**src/rtl/reg_file_wb_pkg.sv**
```systemverilog
// Shared sizing for the writeback-side register file and its pending-write scoreboard.
package reg_file_wb_pkg;

    localparam int WORD_WIDTH           = 32;
    localparam int REG_FILE_ADDRESS_LEN = 4;
    localparam int REG_FILE_SIZE        = 16;
    localparam int PEND_WIDTH           = 2;

    // Largest number of writes that may be in flight to one register.
    localparam logic [PEND_WIDTH-1:0] PEND_MAX = PEND_WIDTH'((1 << PEND_WIDTH) - 1);

endpackage

```
**src/rtl/reg_file_wb_pend_counter.sv**
```systemverilog
// Saturating up/down counter tracking in-flight writes to one register.
// Counting up past PEND_MAX holds the value and pulses sat_hit; counting
// down at zero holds at zero. Simultaneous inc and dec cancel.
module pend_counter
    import reg_file_wb_pkg::*;
(
    input  logic                  clk,
    input  logic                  rst,
    input  logic                  inc,
    input  logic                  dec,
    output logic [PEND_WIDTH-1:0] count,
    output logic                  is_zero,
    output logic                  is_one,
    output logic                  sat_hit
);

    logic [PEND_WIDTH-1:0] r_count;

    // Count update: reset wins, then one-sided inc or dec within bounds.
    always_ff @(posedge clk) begin
        if (rst) begin
            r_count <= '0;
        end else if (inc && !dec && r_count != PEND_MAX) begin
            r_count <= r_count + 1'b1;
        end else if (dec && !inc && r_count != '0) begin
            r_count <= r_count - 1'b1;
        end
    end

    assign count   = r_count;
    assign is_zero = (r_count == '0);
    assign is_one  = (r_count == PEND_WIDTH'(1));
    assign sat_hit = inc && !dec && (r_count == PEND_MAX);

endmodule

```
**src/rtl/reg_file_wb.sv**
```systemverilog
// 16 x 32 architectural register file written from the writeback stage,
// with two bypassed decode read ports and a per-register pending-write
// scoreboard that flags read-after-write hazards.
// Handshake: WB_en is a valid-only strobe (no back-pressure); issue_en is
// accepted only when hazard is low, otherwise decode must re-present it.
module reg_file_wb
    import reg_file_wb_pkg::*;
(
    input  logic                            clk,
    input  logic                            rst,
    input  logic                            WB_en,
    input  logic [REG_FILE_ADDRESS_LEN-1:0] WB_dst,
    input  logic [WORD_WIDTH-1:0]           WB_value,
    input  logic [REG_FILE_ADDRESS_LEN-1:0] src1,
    input  logic [REG_FILE_ADDRESS_LEN-1:0] src2,
    input  logic                            two_src,
    input  logic                            issue_en,
    input  logic [REG_FILE_ADDRESS_LEN-1:0] issue_dst,
    output logic [WORD_WIDTH-1:0]           val_Rn,
    output logic [WORD_WIDTH-1:0]           val_Rm,
    output logic                            hazard,
    output logic                            pend_overflow
);

    logic [WORD_WIDTH-1:0]    r_regs [REG_FILE_SIZE];
    logic                     r_pend_overflow;

    logic [PEND_WIDTH-1:0]    w_count [REG_FILE_SIZE];
    logic [REG_FILE_SIZE-1:0] w_inc;
    logic [REG_FILE_SIZE-1:0] w_dec;
    logic [REG_FILE_SIZE-1:0] w_is_zero;
    logic [REG_FILE_SIZE-1:0] w_is_one;
    logic [REG_FILE_SIZE-1:0] w_sat_hit;
    logic                     w_h1;
    logic                     w_h2;

    // Register array: clear on reset, otherwise commit the writeback.
    always_ff @(posedge clk) begin
        if (rst) begin
            for (int i = 0; i < REG_FILE_SIZE; i++) begin
                r_regs[i] <= '0;
            end
        end else if (WB_en) begin
            r_regs[WB_dst] <= WB_value;
        end
    end

    // Sticky overflow flag: set when any pending counter would exceed its max.
    always_ff @(posedge clk) begin
        if (rst) begin
            r_pend_overflow <= 1'b0;
        end else if (|w_sat_hit) begin
            r_pend_overflow <= 1'b1;
        end
    end

    // One scoreboard counter per register; stalled issues do not count.
    for (genvar g = 0; g < REG_FILE_SIZE; g++) begin : g_pend
        assign w_inc[g] = issue_en && (issue_dst == REG_FILE_ADDRESS_LEN'(g)) && !hazard;
        assign w_dec[g] = WB_en && (WB_dst == REG_FILE_ADDRESS_LEN'(g));

        pend_counter u_pend (
            .clk     (clk),
            .rst     (rst),
            .inc     (w_inc[g]),
            .dec     (w_dec[g]),
            .count   (w_count[g]),
            .is_zero (w_is_zero[g]),
            .is_one  (w_is_one[g]),
            .sat_hit (w_sat_hit[g])
        );

        a_zero_consistent: assert property (@(posedge clk) w_is_zero[g] == (w_count[g] == '0));
    end

    // A pending write resolving in this very cycle (last one, bypassed) is not a hazard.
    assign w_h1 = !w_is_zero[src1] && !(w_is_one[src1] && WB_en && WB_dst == src1);
    assign w_h2 = two_src && !w_is_zero[src2] && !(w_is_one[src2] && WB_en && WB_dst == src2);
    assign hazard = w_h1 | w_h2;

    // Read ports with same-cycle writeback bypass.
    assign val_Rn = (WB_en && WB_dst == src1) ? WB_value : r_regs[src1];
    assign val_Rm = (WB_en && WB_dst == src2) ? WB_value : r_regs[src2];

    assign pend_overflow = r_pend_overflow;

endmodule

```
**config.mk**
```make
export PLATFORM = sky130hd
export DESIGN_NAME = reg_file_wb
export DESIGN_NICKNAME = d
export VERILOG_FILES = /design/src/rtl/reg_file_wb_pkg.sv /design/src/rtl/reg_file_wb_pend_counter.sv /design/src/rtl/reg_file_wb.sv
export SDC_FILE = /design/constraint.sdc
export NUM_CORES = 1
export LEC_CHECK = 0
export BUFFER_PORTS_ARGS = -buffer_cell sky130_fd_sc_hd__buf_2
export CAP_MARGIN = 10
export CORE_MARGIN = 8
export CORE_UTILIZATION = 57
export CTS_CLUSTER_DIAMETER = 50
export DETAILED_ROUTE_END_ITERATION = 7
export PLACE_DENSITY_LB_ADDON = 0.05
export SETUP_SLACK_MARGIN = 0.2
export SYNTH_ARGS = -nofsm -noshare
export SYNTH_HDL_FRONTEND = slang
export SYNTH_HIERARCHICAL = 1
export SYNTH_SLANG_ARGS = --single-unit
```
**constraint.sdc**
```tcl
create_clock -name clk -period 4.6 [get_ports clk]
set_clock_uncertainty 0.2 [all_clocks]
set_input_delay 1.38 -clock clk [delete_from_list [all_inputs] [get_ports clk]]
set_output_delay 1.38 -clock clk [all_outputs]
set_load 0.02 [all_outputs]
```
==> metrics <==
status complete, but fails checks; violated checks setup timing; Starting Density 57.3%; die area 63,000 um2; sequential fraction of the synthesis area 51.0%; Sink Count 545; gpl congestion 0.846; vias in the first global route 21,000; 1st-iter DRT viols 2,362; clk slew on worst S/H paths 0.05 ns; WP data required 3.02 ns; GRT Max-Usage Layer met2; Worst Path Max Fanout 6; global-route wire length before repair 141,000 um; yosys warns 6; clk_lat worst skew 0.59 ns; pwr dens 354 nW/um2; Rows 86; cells taking the most area after synthesis edfxtp_1, mux4_2, and2_1; Post-Place Cells 2,797; total power draw 0.0136 W; async set or reset register ratio after synthesis 0%; routed wire length per instance 32.4 um; Total GRT Usage 30.6%; GRT met1 Usage 40.4%; area leader, netlist edfxtp_1; share of the synthesized area in the top cell type 48.9%; arrival time worst endpoint 3.35 ns; Fin. Hold Viols 0; period utilisation layout 107%; R2R Setup Slk 0.90 ns; Max Root-Sink Buffers 3; worst hold path type reg -> reg; Worst path max stage delay 0.56 ns; Root Driver clkbuf_16; CTS tree built; syn nets 2,120; setup violators final 65; depth of the CTS H-tree 3; Setup crit end kind output pin; startpoint type of the worst setup path input port; design area 38,500 um2; CP max-delay cell mux4_2; detailed placement HPWL 55,500 um; area of the mapped netlist 31,500 um2; Crit path buffers/inverters 4; worst slew pin tran 0.763 ns; Core Area 54,900 um2; Residual DRC 0; Yosys cell types 43; Top Family by Delay on Critical Path multiplexers; largest vdd supply drop 0.297 mV; fin worst setup slack -0.327 ns; total number of vias 20,200; Post-CTS Hold Buffers 0; Post-synth EDFFs 512; WS Path Type in -> out; top-count cell post-synth and2_1; Die Wd 251 um; GRT Residual Overflow 0; largest net degree at the start of global routing 34; cell area after placement 34,200 um2; RSZ-0062 raised after global routing true; Finished Layout Cells 2,996; critical path, cell by cell buf_16, buf_16, buf_8, mux4_2, mux4_2, mux2_4, buf_6; worst slew margin relative to its limit 49.0%; Synth top cells by count and2_1, edfxtp_1, mux4_2; post-place setup slack -0.376 ns; Main synth FF type edfxtp_1; share of layout cells above drive strength 1 40.7%; P_leak 13.7 nW; die height 251 um; flops & latches, synth 545; initial antenna violation count 2; synthesized instance count 2,019; IO Pins 119; grt met2 use 50.2%; nets 2,337; Area growth syn-to-layout 22.3%; Syn Area/Cell 15.6 um2; Slew Viols, Final 0; Max Cap Viol 0; via-per-instance ratio 6.75; TritonCTS buffer count 69; Final min period 4.93 ns; post-route ant nets 0; I/O Buffers 118; worst hold slack 0.391 ns; Pre-antenna DRT Iters 5; fmax 203 MHz; met3 Track Usage GR 6.70%; routed wire length 97,100 um
[power by group]
group          switching, W  internal, W  total [W]
clock network       0.00219      0.00344    0.00562
registers          0.000149      0.00571    0.00586
logic               0.00100      0.00113    0.00213
total               0.00334       0.0103     0.0136
[placed cells by master, fill, tap and decap left out, drive strengths merged, types with 4 or more instances in the layout]
| cell type | synthesis | final |
|---|---|---|
| nor2b | 4 | 4 |
| buf | 48 | 312 |
| dfxtp | 33 | 33 |
| nand3 | 8 | 8 |
| bufinv | 0 | 9 |
| nor3 | 46 | 46 |
| clkinvlp | 0 | 8 |
| xor2 | 6 | 6 |
| nor3b | 48 | 48 |
| o21a | 16 | 16 |
| o22ai | 6 | 6 |
| mux4 | 333 | 333 |
| nor4 | 8 | 8 |
| inv | 32 | 39 |
| nand2b | 4 | 4 |
| clkinv | 0 | 16 |
| nor4b | 16 | 16 |
| a211oi | 16 | 16 |
| edfxtp | 512 | 512 |
| nor2 | 38 | 38 |
| mux2 | 72 | 72 |
| mux2i | 18 | 18 |
| clkbuf | 125 | 91 |
| or2 | 18 | 18 |
| and2 | 513 | 513 |
| and3b | 17 | 17 |
| nand2 | 18 | 18 |
| ha | 48 | 48 |
[final timing paths]
kind | start | to | cells after the start
max reg2reg | g_pend[15].u_pend/count[0] | pend_overflow | 13
min | g_pend[8].u_pend/count[1] | g_pend[8].u_pend/count[1] | 2
max | src1[0] | val_Rn[20] | 7
min reg2reg | g_pend[8].u_pend/count[1] | g_pend[8].u_pend/count[1] | 2
[layer usage]
metal	share of wire [%]	wire, um	up-vias
met5	0.013	13	-
met4	3.1	3010	2
met3	9.4	9180	185
met2	49	47600	1142
met1	38	37300	10600
li1	-	-	8300
[per-stage QoR]
| stage | utilization (%) | setup TNS (ns) |
|---|---|---|
| final | 70.1 | -15.09 |
| after global routing | 70.1 | -16.71 |
| after CTS | 69.3 | -14.99 |
| after detailed placement | 62.2 | -21.13 |
| after global placement | 62.2 | -20.52 |
| after floorplan | - | -1.44 |
[what timing repair did]
action / 4_1_cts / 5_1_grt
gates resized for setup: 165 / 28
setup buffers: 28 / 13
endpoints found under the setup margin: 65 / 65
gates cloned: 24 / 7
pin swaps: 0 / 3
endpoints found under the hold margin: 0 / 0
[worst register-to-register path: cells and delay by family (launching register included)]
family,cells,cell delay (ns)
AOI/OAI and AO/OA,1,0.15
muxes,2,0.99
adders and majority gates,1,0.28
and+or+nand+nor,6,1.09
DFF,1,0.41
buffers and inverters,3,0.46
[logic make-up (layout without fill, tap and decap cells)]
logic type,after synthesis,after routing,share of synthesized area [%]
AO/OA/AOI/OAI,44,44,1.03
XOR/XNOR,8,8,0.223
adder cells (fa/ha/maj),48,48,1.91
buffers and inverters,205,475,3.02
flip-flops,545,545,51.0
multiplexers,423,423,27.0
other,0,3,0
AND/OR/NAND/NOR,746,746,15.9
[layout make-up]
class                   count  area, um2
diodes                      3       7.51
clock buffers              84       1880
clock inverters            40        487
fillers                  3570      16400
inverters                  32        120
multi-input cells        1269      14900
flip-flops and latches    545      16000
well taps                 704        881
repair buffers            319       4200
[sequential cells by signal (all words and copies together), names as in the netlist]
signal / count
g_pend.u_pend/count: 32
r_regs: 512
pend_overflow: 1
No activity file was read; power rests on OpenSTA's default activity.
